<file path="src/rtl/x3_serial_bcd_adder.sv">
// x3_serial_bcd_adder: digit-serial excess-3 adder, one XS-3 digit per clock,
// LSB digit first, with a start/busy/done handshake and out-of-range digit flag.
// Optional subtract mode is compiled in when X3_SUB_EN is defined; otherwise
// the sub port is accepted but has no effect.
module x3_serial_bcd_adder #(
  parameter int DIGITS = 4
) (
  input  logic                  clk,
  input  logic                  rst,
  input  logic                  start,
  input  logic [4*DIGITS-1:0]   a,
  input  logic [4*DIGITS-1:0]   b,
  input  logic                  cin,
  input  logic                  sub,
  output logic [4*DIGITS-1:0]   sum,
  output logic                  cout,
  output logic                  invalid,
  output logic                  busy,
  output logic                  done
);

  localparam int W  = 4 * DIGITS;
  localparam int IW = (DIGITS > 1) ? $clog2(DIGITS) : 1;

  typedef enum logic [1:0] {S_IDLE, S_RUN, S_DONE} state_t;

  state_t          state, state_nxt;
  logic [W-1:0]    a_q, b_q, res_q, res_nxt;
  logic            c_q, c_nxt;
  logic            inv_q;
  logic [IW-1:0]   idx_q;
  logic            last_digit;
  logic [W-1:0]    b_in;
  logic            c_in;
  logic            inv_in;
  logic [4:0]      s5;
  logic [3:0]      digit;

  // Operand conditioning at accept: nines' complement of B and forced carry in subtract mode
`ifdef X3_SUB_EN
  always_comb begin
    b_in = sub ? ~b : b;
    c_in = sub ? 1'b1 : cin;
  end
`else
  logic sub_unused;
  assign sub_unused = sub;
  always_comb begin
    b_in = b;
    c_in = cin;
  end
`endif

  // Range check on the raw operand digits (B checked before any complementing)
  always_comb begin
    inv_in = 1'b0;
    for (int unsigned i = 0; i < DIGITS; i++) begin
      if (a[4*i +: 4] < 4'b0011 || a[4*i +: 4] > 4'b1100) inv_in = 1'b1;
      if (b[4*i +: 4] < 4'b0011 || b[4*i +: 4] > 4'b1100) inv_in = 1'b1;
    end
  end

  // One XS-3 digit step on the current low digits; result digit enters from the top
  always_comb begin
    s5 = {1'b0, a_q[3:0]} + {1'b0, b_q[3:0]} + {4'b0000, c_q};
    if (s5[4]) begin
      digit = s5[3:0] + 4'd3;
      c_nxt = 1'b1;
    end else begin
      digit = s5[3:0] - 4'd3;
      c_nxt = 1'b0;
    end
    // shift form keeps DIGITS=1 legal (no zero-width slice of res_q)
    res_nxt = (res_q >> 4) | (W'(digit) << (W - 4));
  end

  assign last_digit = (idx_q == IW'(DIGITS - 1));

  // State register
  always_ff @(posedge clk) begin
    if (rst) state <= S_IDLE;
    else     state <= state_nxt;
  end

  // Next-state logic
  always_comb begin
    state_nxt = state;
    case (state)
      S_IDLE:  if (start) state_nxt = S_RUN;
      S_RUN:   if (last_digit) state_nxt = S_DONE;
      S_DONE:  state_nxt = S_IDLE;
      default: state_nxt = S_IDLE;
    endcase
  end

  // Handshake outputs decoded from state
  always_comb begin
    busy = (state != S_IDLE);
    done = (state == S_DONE);
  end

  // Datapath: latch operands on accept, shift digits during RUN, publish results entering DONE
  always_ff @(posedge clk) begin
    if (rst) begin
      a_q     <= '0;
      b_q     <= '0;
      res_q   <= '0;
      c_q     <= 1'b0;
      inv_q   <= 1'b0;
      idx_q   <= '0;
      sum     <= '0;
      cout    <= 1'b0;
      invalid <= 1'b0;
    end else begin
      case (state)
        S_IDLE: begin
          if (start) begin
            a_q   <= a;
            b_q   <= b_in;
            c_q   <= c_in;
            inv_q <= inv_in;
            idx_q <= '0;
            res_q <= '0;
          end
        end
        S_RUN: begin
          a_q   <= a_q >> 4;
          b_q   <= b_q >> 4;
          c_q   <= c_nxt;
          res_q <= res_nxt;
          idx_q <= idx_q + 1'b1;
          if (last_digit) begin
            sum     <= res_nxt;
            cout    <= c_nxt;
            invalid <= inv_q;
          end
        end
        default: ;
      endcase
    end
  end

endmodule

</file>
<file path="config.mk">
export PLATFORM = sky130hd
export DESIGN_NAME = x3_serial_bcd_adder
export DESIGN_NICKNAME = d
export VERILOG_FILES = /design/src/rtl/x3_serial_bcd_adder.sv
export SDC_FILE = /design/constraint.sdc
export NUM_CORES = 1
export LEC_CHECK = 0
export CORE_MARGIN = 2
export CORE_UTILIZATION = 49
export CTS_BUF_LIST = sky130_fd_sc_hd__clkbuf_4
export CTS_CLUSTER_SIZE = 20
export DETAILED_ROUTE_END_ITERATION = 10
export PLACE_DENSITY = 0.87
export SYNTH_ARGS = -nofsm -noshare
export SYNTH_HDL_FRONTEND = slang
export SYNTH_SLANG_ARGS = --single-unit
</file>
<file path="constraint.sdc">
create_clock -name clk -period 3.7 [get_ports clk]
set_clock_uncertainty 0.1 [all_clocks]
set_input_delay 0.74 -clock clk [delete_from_list [all_inputs] [get_ports clk]]
set_output_delay 0.74 -clock clk [all_outputs]
set_load 0.05 [all_outputs]
</file>
## After elaboration in Yosys (flattened, before gate mapping)

Cells that the tools add are included.

| word-level totals | value |
|---|---|
| input bits | 37 |
| register bits | 72 |
| logic and storage cells | 75 |
| output and inout port bits | 20 |

| operators by class | value |
|---|---|
| reductions and logical operators | 15 |
| muxes and demuxes | 23 |
| bitwise operators | 1 |
| order comparisons | 16 |
| eq/ne operators | 5 |
| $add $sub $neg | 5 |

Operators by type and width:

| cell | number |
|---|---|
| $pmux W16 S2 | 3 |
| $mux W16 | 3 |
| $gt A4 B4 Y1 const B | 8 |
| $lt A4 B2 Y1 const B | 8 |
| $or A12 B16 Y16 | 1 |
| $mux W1 | 10 |
| $logic_or A1 B1 Y1 | 8 |
| $pmux W2 S2 | 2 |
| $reduce_and A2 Y1 | 4 |
| $mux W2 | 3 |
| $add A4 B4 Y5 | 1 |
| $add A5 B1 Y5 | 1 |
| $add A4 B2 Y4 const B | 1 |
| $eq A2 B2 Y1 const B | 2 |
| $mux W4 | 1 |
| $ne A2 B2 Y1 const B | 2 |
| $reduce_bool A2 Y1 | 2 |
| $sub A4 B2 Y4 const B | 1 |
| $add A2 B1 Y2 const B | 1 |
| $eq A2 B1 Y1 const B | 1 |
| $logic_not A2 Y1 | 1 |
| $pmux W1 S2 | 1 |

## Longest topological paths before layout

| logic depth | value |
|---|---|
| depth in word-level cells | 10 |
| gate-level depth with buffers | 13 |
| gate-level depth less buffers | 13 |

## Worst setup path before layout

No wires, ideal clock.

| timing | value |
|---|---|
| kind | register -> register |
| start | register a_q[0] |
| end | register res_q[15] |
| library setup time | 0.120 ns |
| buffers on the path | 0 |
| required time | 3.480 ns |
| slack | 0.670 ns |
| data arrival time | 2.811 ns |
| clock period less this slack | 3.030 ns |
| stages on the path, launching flop included | 14 |
| cell sequence | dfxtp_1 > fa_1 > inv_1 > fa_1 > nor2b_1 > or2_2 > a21oi_1 > inv_1 > ha_1 > a21o_1 > a21oi_1 > xnor2_1 > nor4b_1 > a211o_1 |

| between the ends | value |
|---|---|
| word-level cells in the longest chain between the ends | 6 |
| elaborated cells on any way between the ends | 7 |
| classes of those cells | add/sub (4); mux (2); bitwise (1) |

RTL lines:

| element | RTL line | source |
|---|---|---|
| start: declaration | 28 | `logic [W-1:0] a_q, b_q, res_q, res_nxt;` |
| start signal: assignment | 127 | `a_q <= a_q >> 4;` |
| $add A4 B4 Y5 (*) | 65 | `s5 = {1'b0, a_q[3:0]} + {1'b0, b_q[3:0]} + {4'b0000, c_q};` |
| $add A5 B1 Y5 (*) | 65 |  |
| $sub A4 B2 Y4 or $add A4 B2 Y4 (tied branches) | 70, 67 |  |
| $mux W4 (*) | 66 | `if (s5[4]) begin` |
| $or A12 B16 Y16 (*) | 74 | `res_nxt = (res_q >> 4) \| (W'(digit) << (W - 4));` |
| $pmux W16 S2 (*) | 115 | `case (state)` |
| end signal: assignment | 130 | `res_q <= res_nxt;` |
| end: declaration | 28 |  |

Every way passes the cells marked *; elsewhere a longest branch is shown, timed or not.
A chain may end at the register's enable or synchronous reset.

## Worst setup path in the final report

Same ends and word-level chain as after synthesis.

==> results.py <==
metrics = {
    "status": {
        "status": "finished clean",
    },
    "pwr": {
        "p_leak_nw": 1.37,
        "power_mw": 1.56,
        "vdd_ir_drop_max_mv": 0.184,
        "power_density_nw_per_um2": 419,
    },
    "cts": {
        "cts_made_buffers": 9,
        "clock_path_buffers": 2,
        "clkLatencyLatePin_ps": 400,
        "clk_pin_slew_ps": 120,
        "post_cts_buffers": 0,
        "postCtsResizedCells": 0,
        "holdBufCountCts": 0,
        "htree_levels": 3,
        "cts_root_buf": "clkbuf_4",
        "cts.sinks": 68,
        "cts_tree": "built",
    },
    "finish": {
        "antenna_cells": 0,
        "design_area_sq_um": 3720,
        "final_layout_size_suffix_gt1_share_pct": 5.83,
        "area_growth_pct": 22.6,
        "fin_nets": 470,
        "utilization_pct": 62.4,
    },
    "synthesis": {
        "synthFlopType": "dfxtp_1",
        "syn-num-nets": 429,
        "ys_warn_count": 0,
        "syn_area_sq_um": 3030,
        "ys_seq_elements": 68,
        "avgSynthCellArea_sq_um": 7.92,
        "synth_edf_count": 0,
        "synth_cell_types": 31,
        "yosysSeqAreaShare_pct": 44.9,
        "synthCells": 383,
        "async_flop_share_pct": 0,
    },
    "global_routing": {
        "grt_max_degree": 57,
        "grt_overflow_total": 0,
        "grt_antenna_before_repair": 0,
        "grt.total_usage_pct": 23.7,
        "grt_pass1_vias": 2594,
        "grt_pass1_wl_um": 12100,
    },
    "timing": {
        "finalSetupTns_ps": 0,
        "fin_crit_sh_pct": 91.8,
        "final.min_clock_period_ps": 3400,
        "relSlewSlack_pct": 31.5,
        "worstMarginPinSlew_ps": 1030,
        "slew_violations": 0,
        "setup_viol": 0,
        "hold_ws_ps": 364,
        "final_hold_viol_count": 0,
        "rsz0062_at_grt": "false",
        "fmax_mhz": 294,
    },
    "routing": {
        "drt_iter0_drc": 256,
        "vias": 2859,
        "wirelength_um": 7490,
        "ant_nets": 0,
        "firstDrtPassIters": 4,
        "wire_per_inst_um": 14.9,
        "drc": 0,
        "via_per_inst": 5.67,
    },
    "die": {
        "fp.dieW_um": 82.7,
        "fp.dieH_um": 82.7,
        "rows": 28,
        "core_area_sq_um": 5960,
        "ios": 57,
        "start_util_pct": 50.9,
        "dieArea_sq_um": 6830,
    },
    "critical_path": {
        "worstSetupPathType": "register to register",
        "slowest_delay_ps": 450,
        "path_cells": "fa_1, inv_1, fa_1, nor2b_1, or2_2, a21oi_1, inv_1, ha_1, a21o_1, a21oi_1, xnor2_1, nor4b_1, a211o_1",
        "critPathArrivalTime_ps": 3600,
        "required_ps": 3900,
        "critPathLaunchType": "register",
        "r2r_setup_slack_ps": 300,
        "end_kind": "register",
        "crit_slowest_cell": "fa_1",
        "critPathBufInv": 2,
        "critPathMaxFanout": 4,
        "crit_family": "compound AO/OA/AOI/OAI gates",
    },
    "job": {
        "cap_violations": 0,
    },
    "placement": {
        "dp.final_hpwl_um": 5140,
        "globalplace.congestion": 0.891,
        "port_buffers": 55,
        "postPlaceCellArea_sq_um": 3580,
    },
    "worst_hold_path": {
        "hold_path_class": "register to register",
    },
}
==> state kept, by name, summed over array words and instances (netlist names) <==
name,count
sum,16
res_q,12
idx_q,2
a_q,16
invalid,1
inv_q,1
state,2
b_q,16
cout,1
c_q,1
==> cell usage after synthesis (6+ instances only) <==
master    number  area, sq um
nand2_1      100          375
dfxtp_1       68         1360
a21oi_1       39          195
nor2_1        34          128
a311oi_1      24          210
nand3_1       21          105
buf_2         13         65.1
clkbuf_1      11         41.3
a211oi_1       8         60.1
inv_1          8         30.0
o211ai_1       8         60.1
buf_1          6         22.5
ha_1           6         75.1
==> where the power goes <==
part	total (mW)	internal (mW)	switching [mW]
Combinational	0.283	0.119	0.163
Clock	0.473	0.202	0.271
Sequential	0.802	0.775	0.0275
==> through the flow <==
stage                     worst slack [ps]  std cells
after floorplan                        670        383
after global placement                 511        488
after detailed placement               369        488
after CTS                              339        504
after global routing                  67.1        504
final                                  304        504
==> tightest hold or removal path, delay by kind of cell (launching register included) <==
kind,cells,cell delay [ps]
compound gates,1,50
simple gates,1,50
flops,1,330
==> final timing paths <==
check,from,endpoint,depth (start not counted)
setup / recovery,a_q[0],res_q[15],13
hold / removal,sum[6],sum[6],2
setup reg to reg,a_q[0],res_q[15],13
hold reg to reg,sum[6],sum[6],2
==> final cells by class <==
type	count	area [sq um]
Fill cell	513	2240
Tap cell	75	93.8
Clock buffer	9	67.6
Sequential cell	68	1360
Timing Repair Buffer	60	583
Multi-Input combinational cell	277	1510
Inverter	8	30.0
Clock inverter	7	67.6
==> cells by family after synthesis <==
group	after synthesis	share of synthesized area, %
xor+xnor	3	0.867
buf+inv	38	5.24
compound gates	90	20.3
fa+ha+maj	9	4.46
simple gates	175	24.2
flops	68	44.9
==> routing by layer <==
layer,track usage [%],wire (um),up-vias
met4,12.3,141,0
met1,30.9,3210,1331
met2,37.6,3650,103
li1,-,-,1411
met3,3.91,483,14
met5,0,0,-
==> placed cells by master (no fill, tap or decap), types with 4 or more instances in the layout <==
cell / count
a211o_1: 5
a211oi_1: 8
a21oi_1: 39
a311oi_1: 24
buf_4: 5
clkbuf_4: 9
clkdlybuf4s50_1: 54
dfxtp_1: 68
ha_1: 6
inv_1: 8
nand2_1: 100
nand3_1: 21
nor2_1: 34
nor3_1: 4
o211ai_1: 8
Note: power is estimated with default switching activity, not from simulation.
